File: src/rtl/cpu_pkg.sv
// Shared types and constants for the pipelined MIPS fetch path.
package cpu_pkg;

  localparam int unsigned ADDR_W = 30;
  localparam int unsigned INST_W = 32;
  localparam int unsigned CNT_W  = 32;

  localparam logic [ADDR_W-1:0] RESET_PC  = 30'h00100000;
  localparam logic [ADDR_W-1:0] MEM_LAST  = 30'h00100100;
  localparam logic [INST_W-1:0] HALT_INST = 32'h0000000C;
  localparam logic [INST_W-1:0] NOP_INST  = 32'h00000000;

  typedef enum logic [1:0] {
    RUN   = 2'd0,
    HALT  = 2'd1,
    FAULT = 2'd2
  } fetch_state_t;

  // Legal fetch window, unsigned and inclusive at both ends.
  function automatic logic addr_in_window(input logic [ADDR_W-1:0] addr);
    return (addr >= RESET_PC) && (addr <= MEM_LAST);
  endfunction

endpackage

File: src/rtl/fetch_unit_if.sv
// Fetch-stage bundle: instruction memory, EX redirect, decode handoff and status.
interface fetch_unit_if;
  import cpu_pkg::*;

  logic [ADDR_W-1:0] imem_addr;
  logic [INST_W-1:0] imem_inst;
  logic              stall;
  logic              redirect_valid;
  logic [ADDR_W-1:0] redirect_target;
  logic              id_valid;
  logic [INST_W-1:0] id_inst;
  logic [ADDR_W-1:0] id_pc;
  logic [ADDR_W-1:0] id_pc_plus1;
  logic              halted;
  logic              fault;
  logic [CNT_W-1:0]  fetch_count;

  modport master (
    output imem_addr,
    input  imem_inst,
    input  stall,
    input  redirect_valid,
    input  redirect_target,
    output id_valid,
    output id_inst,
    output id_pc,
    output id_pc_plus1,
    output halted,
    output fault,
    output fetch_count
  );

  modport slave (
    input  imem_addr,
    output imem_inst,
    output stall,
    output redirect_valid,
    output redirect_target,
    input  id_valid,
    input  id_inst,
    input  id_pc,
    input  id_pc_plus1,
    input  halted,
    input  fault,
    input  fetch_count
  );

endinterface

File: src/rtl/fetch_unit_if_id_reg.sv
// IF/ID pipeline register: flush beats hold, so a redirect clears it even while stalled.
module if_id_reg
  import cpu_pkg::*;
(
  input  logic              clk,
  input  logic              reset,
  input  logic              i_en,
  input  logic              i_flush,
  input  logic [INST_W-1:0] i_inst,
  input  logic [ADDR_W-1:0] i_pc,
  input  logic [ADDR_W-1:0] i_pc_plus1,
  output logic              o_valid,
  output logic [INST_W-1:0] o_inst,
  output logic [ADDR_W-1:0] o_pc,
  output logic [ADDR_W-1:0] o_pc_plus1
);

  logic              r_valid;
  logic [INST_W-1:0] r_inst;
  logic [ADDR_W-1:0] r_pc;
  logic [ADDR_W-1:0] r_pc_plus1;

  always_ff @(posedge clk) begin
    if (reset) begin
      r_valid    <= 1'b0;
      r_inst     <= NOP_INST;
      r_pc       <= '0;
      r_pc_plus1 <= '0;
    end else if (i_flush) begin
      // Bubble keeps the last pc fields; only valid/inst are cleared.
      r_valid <= 1'b0;
      r_inst  <= NOP_INST;
    end else if (i_en) begin
      r_valid    <= 1'b1;
      r_inst     <= i_inst;
      r_pc       <= i_pc;
      r_pc_plus1 <= i_pc_plus1;
    end
  end

  assign o_valid    = r_valid;
  assign o_inst     = r_inst;
  assign o_pc       = r_pc;
  assign o_pc_plus1 = r_pc_plus1;

endmodule

File: src/rtl/fetch_unit.sv
// Instruction-fetch stage: PC, RUN/HALT/FAULT control and delivered-instruction counter.
module fetch_unit
  import cpu_pkg::*;
(
  input  logic         clk,
  input  logic         reset,
  fetch_unit_if.master bus
);

  fetch_state_t      r_state;
  logic [ADDR_W-1:0] r_pc;
  logic [CNT_W-1:0]  r_fetch_count;
  logic              r_halted;
  logic              r_fault;

  logic              w_in_window;
  logic              w_deliver;
  logic              w_flush;
  logic [ADDR_W-1:0] w_pc_plus1;

  assign w_in_window = addr_in_window(r_pc);
  assign w_pc_plus1  = ADDR_W'(r_pc + ADDR_W'(1));
  assign w_deliver   = (r_state == RUN) && w_in_window &&
                       !bus.stall && !bus.redirect_valid;
  assign w_flush     = bus.redirect_valid || (!bus.stall && !w_deliver);

  // Priority per edge: reset, redirect, stall, then state-dependent fetch.
  always_ff @(posedge clk) begin
    if (reset) begin
      r_state       <= RUN;
      r_pc          <= RESET_PC;
      r_fetch_count <= '0;
      r_halted      <= 1'b0;
      r_fault       <= 1'b0;
    end else if (bus.redirect_valid) begin
      r_state  <= RUN;
      r_pc     <= bus.redirect_target;
      r_halted <= 1'b0;
      r_fault  <= 1'b0;
    end else if (!bus.stall) begin
      case (r_state)
        RUN: begin
          if (w_in_window) begin
            if (r_fetch_count != '1)
              r_fetch_count <= CNT_W'(r_fetch_count + CNT_W'(1));
            if (bus.imem_inst == HALT_INST) begin
              r_state  <= HALT;
              r_halted <= 1'b1;
            end else begin
              r_pc <= w_pc_plus1;
            end
          end else begin
            r_state <= FAULT;
            r_fault <= 1'b1;
          end
        end
        default: ;
      endcase
    end
  end

  if_id_reg u_if_id_reg (
    .clk        (clk),
    .reset      (reset),
    .i_en       (!bus.stall),
    .i_flush    (w_flush),
    .i_inst     (bus.imem_inst),
    .i_pc       (r_pc),
    .i_pc_plus1 (w_pc_plus1),
    .o_valid    (bus.id_valid),
    .o_inst     (bus.id_inst),
    .o_pc       (bus.id_pc),
    .o_pc_plus1 (bus.id_pc_plus1)
  );

  assign bus.imem_addr   = r_pc;
  assign bus.halted      = r_halted;
  assign bus.fault       = r_fault;
  assign bus.fetch_count = r_fetch_count;

endmodule

File: src/flat_wrapper.sv
// flat-port wrapper written by rule: the top's interface ports become plain ports
module fetch_unit_flat import cpu_pkg::*;
  (clk, reset, bus_imem_addr, bus_imem_inst, bus_stall, bus_redirect_valid, bus_redirect_target, bus_id_valid, bus_id_inst, bus_id_pc, bus_id_pc_plus1, bus_halted, bus_fault, bus_fetch_count);
  fetch_unit_if bus_i ();
  input  logic clk;
  input  logic reset;
  output wire logic [$bits(bus_i.imem_addr)-1:0] bus_imem_addr;
  input wire logic [$bits(bus_i.imem_inst)-1:0] bus_imem_inst;
  input wire logic [$bits(bus_i.stall)-1:0] bus_stall;
  input wire logic [$bits(bus_i.redirect_valid)-1:0] bus_redirect_valid;
  input wire logic [$bits(bus_i.redirect_target)-1:0] bus_redirect_target;
  output wire logic [$bits(bus_i.id_valid)-1:0] bus_id_valid;
  output wire logic [$bits(bus_i.id_inst)-1:0] bus_id_inst;
  output wire logic [$bits(bus_i.id_pc)-1:0] bus_id_pc;
  output wire logic [$bits(bus_i.id_pc_plus1)-1:0] bus_id_pc_plus1;
  output wire logic [$bits(bus_i.halted)-1:0] bus_halted;
  output wire logic [$bits(bus_i.fault)-1:0] bus_fault;
  output wire logic [$bits(bus_i.fetch_count)-1:0] bus_fetch_count;
  assign bus_imem_addr = bus_i.imem_addr;
  assign bus_i.imem_inst = bus_imem_inst;
  assign bus_i.stall = bus_stall;
  assign bus_i.redirect_valid = bus_redirect_valid;
  assign bus_i.redirect_target = bus_redirect_target;
  assign bus_id_valid = bus_i.id_valid;
  assign bus_id_inst = bus_i.id_inst;
  assign bus_id_pc = bus_i.id_pc;
  assign bus_id_pc_plus1 = bus_i.id_pc_plus1;
  assign bus_halted = bus_i.halted;
  assign bus_fault = bus_i.fault;
  assign bus_fetch_count = bus_i.fetch_count;
  fetch_unit u_core (.clk(clk), .reset(reset), .bus(bus_i));
endmodule
File: config.mk
export PLATFORM = sky130hd
export DESIGN_NAME = fetch_unit_flat
export DESIGN_NICKNAME = d
export VERILOG_FILES = /design/src/rtl/cpu_pkg.sv /design/src/rtl/fetch_unit_if.sv /design/src/rtl/fetch_unit_if_id_reg.sv /design/src/rtl/fetch_unit.sv /design/src/flat_wrapper.sv
export SDC_FILE = /design/constraint.sdc
export NUM_CORES = 1
export LEC_CHECK = 0
export CAP_MARGIN = 0
export CORE_MARGIN = 3
export CORE_UTILIZATION = 62
export CTS_CLUSTER_SIZE = 14
export DETAILED_ROUTE_END_ITERATION = 8
export DONT_BUFFER_PORTS = 1
export PLACE_DENSITY_LB_ADDON = 0.25
export SLEW_MARGIN = 20
export SYNTH_ARGS = -nofsm -noshare
export SYNTH_HDL_FRONTEND = slang
export SYNTH_SLANG_ARGS = --single-unit
File: constraint.sdc
create_clock -name clk -period 3.75 [get_ports clk]
set_clock_uncertainty 0.2 [all_clocks]
set_input_delay 0 -clock clk [delete_from_list [all_inputs] [get_ports clk]]
set_output_delay 0 -clock clk [all_outputs]
set_load 0.01 [all_outputs]
==> run summary, run 1 <==
DR vias/cell = 5.878
data required time of the critical path = 3.95 ns
GR Util All Layers = 0.3183
Fin Setup TNS = 0 ns
I/O Buffers = 0
Final Max Tran Viols = 0
slew margin rel. = 0.4309
Worst R2R End = u_core.bus.imem_addr[25]$_SDFFE_PP0P_
CTS tree = yes
final net count = 795
CTS clk-pin slew, worst paths = 0.07 ns
initial antenna violation count = 0
Post-Syn Nets = 705
wire length per cell = 20.31 µm
Power Internal = 2676 µW
crit-path cells = inv_1, ha_1, or4b_1, o22ai_2, nand4_2, nor2_1, nor3_2, buf_4, a22o_1, dlygate4sd3_1
Critical Path End Type = register
run status = finished, final reports clean
Core Util, Final = 0.8244
vias = 5102
Slowest Stage Delay on Critical Path = 0.57 ns
Clock Path Buffers = 2
final worst path period share = 0.9556
Reg2Reg Launch Point = u_core.bus.imem_addr[1]$_SDFFE_PP0P_
Die W = 104.8 µm
WS Path Type = reg2reg
post-DP HPWL = 10350 µm
average cell area after synthesis = 9.524 µm²
remaining antenna violation count = 0
hold path cells = 3
Fillers = 550
EDFF count, synth = 0
vias in the first global route = 5248
cell family with most CP delay = simple AND/OR/NAND/NOR gates
core box area = 0.009371 mm²
htree depth = 4
Seq pwr share = 0.496
Slowest-stage cell, CP = dlygate4sd3_1
Final min period = 3.584 ns
Residual DRC = 0
Post-Route WL = 17630 µm
Hold WC Path Type = in2reg
Synth top area share = 0.5255
Area Overhead vs Synth = 27.56%
Synth top cells by count = 159 x dfxtp_1, 88 x nor2_1, 41 x and2_1, 35 x nand2_1
total power = 3569 µW
Top Ports = 223
CP Max Fanout = 20
max_cap viols = 0
Comb power frac = 0.070
Synth Instances = 636
#FFs+latches synth = 159
origin of the worst min-delay path = bus_imem_inst[9]
Least-Margin Pin Slew = 0.8466 ns
Iteration-0 DRC Markers = 424
Post-Syn Area = 0.006057 mm²
Root Buffer = clkbuf_8
pwr dens = 462.0 mW/mm²
Initial Util = 0.6463
largest net degree at the start of global routing = 72
post-synthesis sequential area ratio = 0.5255
most frequent cell after synthesis = dfxtp_1
Post-synth top flop = dfxtp_1
reg2reg path depth = 10
synth top area cells = dfxtp_1 53%, mux2i_1 5.5%, nor2_1 5.5%, and2_1 4.2%, xnor2_1 4.0%
Inserted Clock Buffers = 17
Sw Ratio = 0.2502
unrepaired setup endpoints after global routing = no
setup slack, reg-to-reg = 0.17 ns
num rows = 35
crit path DAT = 3.78 ns
Post-synth ARST share = 0
DRT Pass-1 Iters = 5
number of buffers and inverters on the critical path = 3
CP Launch Type = register
GRT overflow = 0
post-synth cell types = 43
Setup Fix Bufs, Post-CTS = 0
Hold Crit Endpoint = u_core.u_if_id_reg.o_inst[9]$_SDFFE_PP0N_
Final Hold Slack = 0.01445 ns
clk sinks = 159
global-route wire length before repair = 28130 µm
Antenna diodes = 0
gpl congestion = 0.8882
P_leak = 0.002964 µW
layout cell share with drive strength beyond 1 = 0.07578
DIE AREA = 0.01099 mm²
final setup fails = 0
final hold vios = 0
CP Launch Point = u_core.bus.imem_addr[1]$_SDFFE_PP0P_
Yosys warning total = 0
die height = 104.8 µm
IR drop worst, VDD = 0.3321 mV
Clock power frac = 0.434
Fmax = 0.2791 GHz
cell taking the most area after synthesis = dfxtp_1
Sw Pwr = 893.0 µW
Clock Latency Late Sink = 0.51 ns
-- repair_timing --
item	CTS	global route
setup endpoints to repair	0	6
resized for setup	0	1
hold buffers	100	0
endpoints found under the hold margin	159	0
-- registers in the layout, summed over array words and instances (netlist names) --
| name | flops |
|---|---|
| u_core.bus.fault | 1 |
| u_core.u_if_id_reg.o_valid | 1 |
| u_core.u_if_id_reg.o_inst | 32 |
| u_core.r_state | 2 |
| u_core.bus.fetch_count | 32 |
| u_core.bus.halted | 1 |
| u_core.u_if_id_reg.o_pc | 30 |
| u_core.bus.imem_addr | 30 |
| u_core.u_if_id_reg.o_pc_plus1 | 30 |
-- cells in the final DEF, fill, tap and decap left out, drive strengths merged, types with 4 or more instances in the layout --
master / instances
buf: 14
and2: 41
nand4: 14
clkinv: 4
clkinvlp: 4
mux2i: 33
or4: 5
xnor2: 28
clkbuf: 19
o21a: 6
nor4: 34
inv: 20
nand2: 35
nor3: 15
dlygate4sd3: 96
a21oi: 25
mux2: 4
nor4b: 4
and3: 5
a22o: 21
nor2b: 7
dfxtp: 159
nand3: 17
xor2: 7
nor2: 88
a211oi: 9
-- metrics by stage --
stage,area [µm²],setup WS [ns],cells
floorplan,6057,1.079,636
global placement,6150,0.7804,736
detailed placement,6157,0.6859,736
CTS,7724,0.1456,868
global route,7726,0.01165,868
finish,7726,0.1665,868
-- power groups by stage --
| stage | combinational (µW) | clock (µW) | sequential (µW) |
|---|---|---|---|
| final | 249 | 1550 | 1770 |
| after global placement | 106 | 0 | 1810 |
| after floorplan | 118 | 0 | 1790 |
| after detailed placement | 110 | 0 | 1810 |
| after CTS | 234 | 1550 | 1770 |
| after global routing | 266 | 1640 | 1770 |
-- area by class of cell --
type,count,area [µm²],share of cell area
Clock inverter,13,106.4,0.01377
Tap cell,129,161.4,0.02089
Timing Repair Buffer,111,1124,0.1454
Multi-Input combinational cell,422,2674,0.3461
Sequential cell,159,3183,0.4120
Inverter,15,56.30,0.007287
Clock buffer,19,421.7,0.05457
-- worst max path at each step --
stage / to / cells after the start
after floorplan: u_core.bus.fetch_count[31]$_SDFFE_PP0P_ / 9
after global placement: u_core.bus.fetch_count[31]$_SDFFE_PP0P_ / 9
after detailed placement: u_core.bus.fetch_count[31]$_SDFFE_PP0P_ / 9
after CTS: u_core.u_if_id_reg.o_pc_plus1[6]$_SDFFE_PP0P_ / 11
after global routing: u_core.bus.imem_addr[27]$_SDFFE_PP0P_ / 10
final: u_core.bus.imem_addr[25]$_SDFFE_PP0P_ / 10
-- logic make-up after synthesis --
family | share of synthesized area
AND/OR/NAND/NOR | 0.2345
flip-flops | 0.5255
adder cells (fa/ha/maj) | 0.006198
buffers and inverters | 0.03718
XOR/XNOR | 0.05061
multiplexers | 0.06197
AO/OA/AOI/OAI | 0.08407
-- worst reg2reg max path, delay by kind of cell, from the launching register on --
| kind | cells | cell delay [ns] |
|---|---|---|
| compound gates | 2 | 0.42 |
| fa+ha+maj | 1 | 0.14 |
| buf+inv | 3 | 0.90 |
| flops | 1 | 0.40 |
| simple gates | 4 | 1.41 |
-- layer usage --
metal,routed length [µm],vias to the layer above,GRT usage
li1,-,2389,-
met1,6342,2390,0.3488
met2,8947,273,0.5504
met3,1791,50,0.1235
met4,550,0,0.1293
met5,0,-,0
Note: power is estimated with default switching activity, not from simulation.
==> run 2: changes to the inputs <==
- CORE_MARGIN: 3 -> default
- HOLD_SLACK_MARGIN: default -> 0.15
==> run 2 against run 1 <==
Against the previous run: maximum frequency increased by 0.10%; worst setup slack improved by 0.0037 ns; first-iteration DRC count decreased by 21%; register-to-register slack about the same; core utilization increased by 4.8 points; design area increased by 5.8%; sequential power about the same; via count increased by 7.4%.
==> run summary, run 2 (same netlist as run 1, synthesis figures left out) <==
pwr dens = 458.4 mW/mm²
hold path cells = 3
core box area = 0.009371 mm²
DR vias/cell = 6.034
P_leak = 0.003108 µW
run status = finished, final reports clean
number of buffers and inverters on the critical path = 4
cell family with most CP delay = buffers and inverters
final setup fails = 0
Final min period = 3.580 ns
vias = 5479
Top Ports = 223
Iteration-0 DRC Markers = 337
remaining antenna violation count = 0
initial antenna violation count = 0
max_cap viols = 0
IR drop worst, VDD = 0.3479 mV
num rows = 35
layout cell share with drive strength beyond 1 = 0.07189
die height = 100.8 µm
Setup Fix Bufs, Post-CTS = 0
Inserted Clock Buffers = 17
Hold WC Path Type = in2reg
htree depth = 4
final worst path period share = 0.9546
CTS tree = yes
Fin Setup TNS = 0 ns
gpl congestion = 0.8548
WS Path Type = reg2reg
Root Buffer = clkbuf_8
post-DP HPWL = 9883 µm
Hold Crit Endpoint = u_core.bus.fault$_SDFFE_PP0P_
Final Max Tran Viols = 0
Reg2Reg Launch Point = u_core.bus.imem_addr[0]$_SDFFE_PP0P_
reg2reg path depth = 11
Worst R2R End = u_core.bus.imem_addr[28]$_SDFFE_PP0P_
Core Util, Final = 0.8720
largest net degree at the start of global routing = 72
GR Util All Layers = 0.3812
Residual DRC = 0
CTS clk-pin slew, worst paths = 0.07 ns
most common cell after layout, fill and taps aside = dfxtp_1
DRT Pass-1 Iters = 5
Antenna diodes = 0
Least-Margin Pin Slew = 0.9471 ns
final hold vios = 0
wire length per cell = 20.90 µm
setup slack, reg-to-reg = 0.17 ns
slew margin rel. = 0.3634
GRT overflow = 0
final net count = 835
crit path DAT = 3.79 ns
global-route wire length before repair = 29700 µm
Slowest-stage cell, CP = dlygate4sd3_1
DIE AREA = 0.01017 mm²
data required time of the critical path = 3.96 ns
CP Max Fanout = 20
I/O Buffers = 0
Initial Util = 0.6463
Die W = 100.8 µm
crit-path cells = inv_1, ha_1, or4b_1, o22ai_2, nand4_2, buf_4, nor2_1, nor3_2, buf_4, a22o_1, dlygate4sd3_1
most used cell, CP = buf_4
Slowest Stage Delay on Critical Path = 0.57 ns
clk sinks = 159
vias in the first global route = 5819
Critical Path End Type = register
Post-Route WL = 18980 µm
origin of the worst min-delay path = bus_redirect_valid
CP Launch Type = register
Clock Path Buffers = 2
commonest cells after routing, fill and taps aside = 159 x dfxtp_1, 139 x dlygate4sd3_1, 87 x nor2_1
Area Overhead vs Synth = 34.91%
unrepaired setup endpoints after global routing = no
Clock Latency Late Sink = 0.53 ns
Fmax = 0.2793 GHz
-- run 2: cell count changes in the layout (fill, tap and decap cells not counted) --
cell            previous run  this run
clkinv_4                   2         3
clkinvlp_4                 4         1
nor2b_1                    7         6
nor2b_2                    0         1
bufinv_16                  0         1
clkbuf_8                   1         3
dlygate4sd3_1             96       139
buf_4                     11         9
dlymetal6s4s_1             1         0
clkbuf_1                   2         1
-- run 2: where the power goes --
part | total (µW) | internal, µW | switching, µW | leakage, µW
clock network | 1680 | 933 | 747 | 0.000280
registers | 1770 | 1720 | 56.1 | 0.00129
logic | 291 | 162 | 129 | 0.00154
-- run 2: layout make-up --
class / count / area, µm²
Fill cell: 449 / 1200
Timing Repair Buffer: 151 / 1526
Tap cell: 129 / 161.4
Sequential cell: 159 / 3183
Inverter: 15 / 56.30
Clock buffer: 20 / 445.4
Clock inverter: 12 / 122.6
Multi-Input combinational cell: 422 / 2676
-- run 2: how the worst max path moves through the flow --
stage	start	end	slack [ns]	cells past startpoint
3_5_place_dp	u_core.bus.imem_addr[0]$_SDFFE_PP0P_	u_core.bus.fetch_count[29]$_SDFFE_PP0P_	0.81	9
4_1_cts	u_core.bus.imem_addr[0]$_SDFFE_PP0P_	u_core.bus.imem_addr[19]$_SDFFE_PP0P_	0.25	11
5_1_grt	u_core.bus.imem_addr[0]$_SDFFE_PP0P_	u_core.bus.imem_addr[28]$_SDFFE_PP0P_	0.02	11
2_1_floorplan	u_core.bus.imem_addr[0]$_SDFFE_PP0P_	u_core.bus.fetch_count[31]$_SDFFE_PP0P_	1.08	9
3_3_place_gp	u_core.bus.imem_addr[0]$_SDFFE_PP0P_	u_core.bus.fetch_count[14]$_SDFFE_PP0P_	0.90	9
6_report	u_core.bus.imem_addr[0]$_SDFFE_PP0P_	u_core.bus.imem_addr[28]$_SDFFE_PP0P_	0.17	11
-- run 2: routing by layer --
layer	track usage	up-vias	routed length [µm]
li1	-	2484	-
met1	0.3894	2590	6609
met2	0.6697	319	9676
met3	0.1359	86	1731
met4	0.2274	0	959
met5	0	-	0
-- run 2: metrics by stage --
step,hold WS (ns),instances,setup slack [ns],power (µW),cell area (µm²)
floorplan,-0.07758,636,1.079,1909,6057
detailed placement,-0.1204,734,0.8078,1916,6145
global route,0.2929,908,0.01916,3835,8172
global placement,-0.1225,734,0.9014,1909,6135
finish,0.2733,908,0.1701,3746,8172
CTS,0.2485,908,0.2508,3698,8172
-- run 2: timing repair --
item,in CTS,in global routing
hold buffers,142,0
hold endpoints to repair,159,0
resized for setup,0,0
-- run 2: worst min-delay path, stage by stage --
cell and delay, ns:
dlygate4sd3_1 0.59, buf_12 0.26, nor3_1 0.09
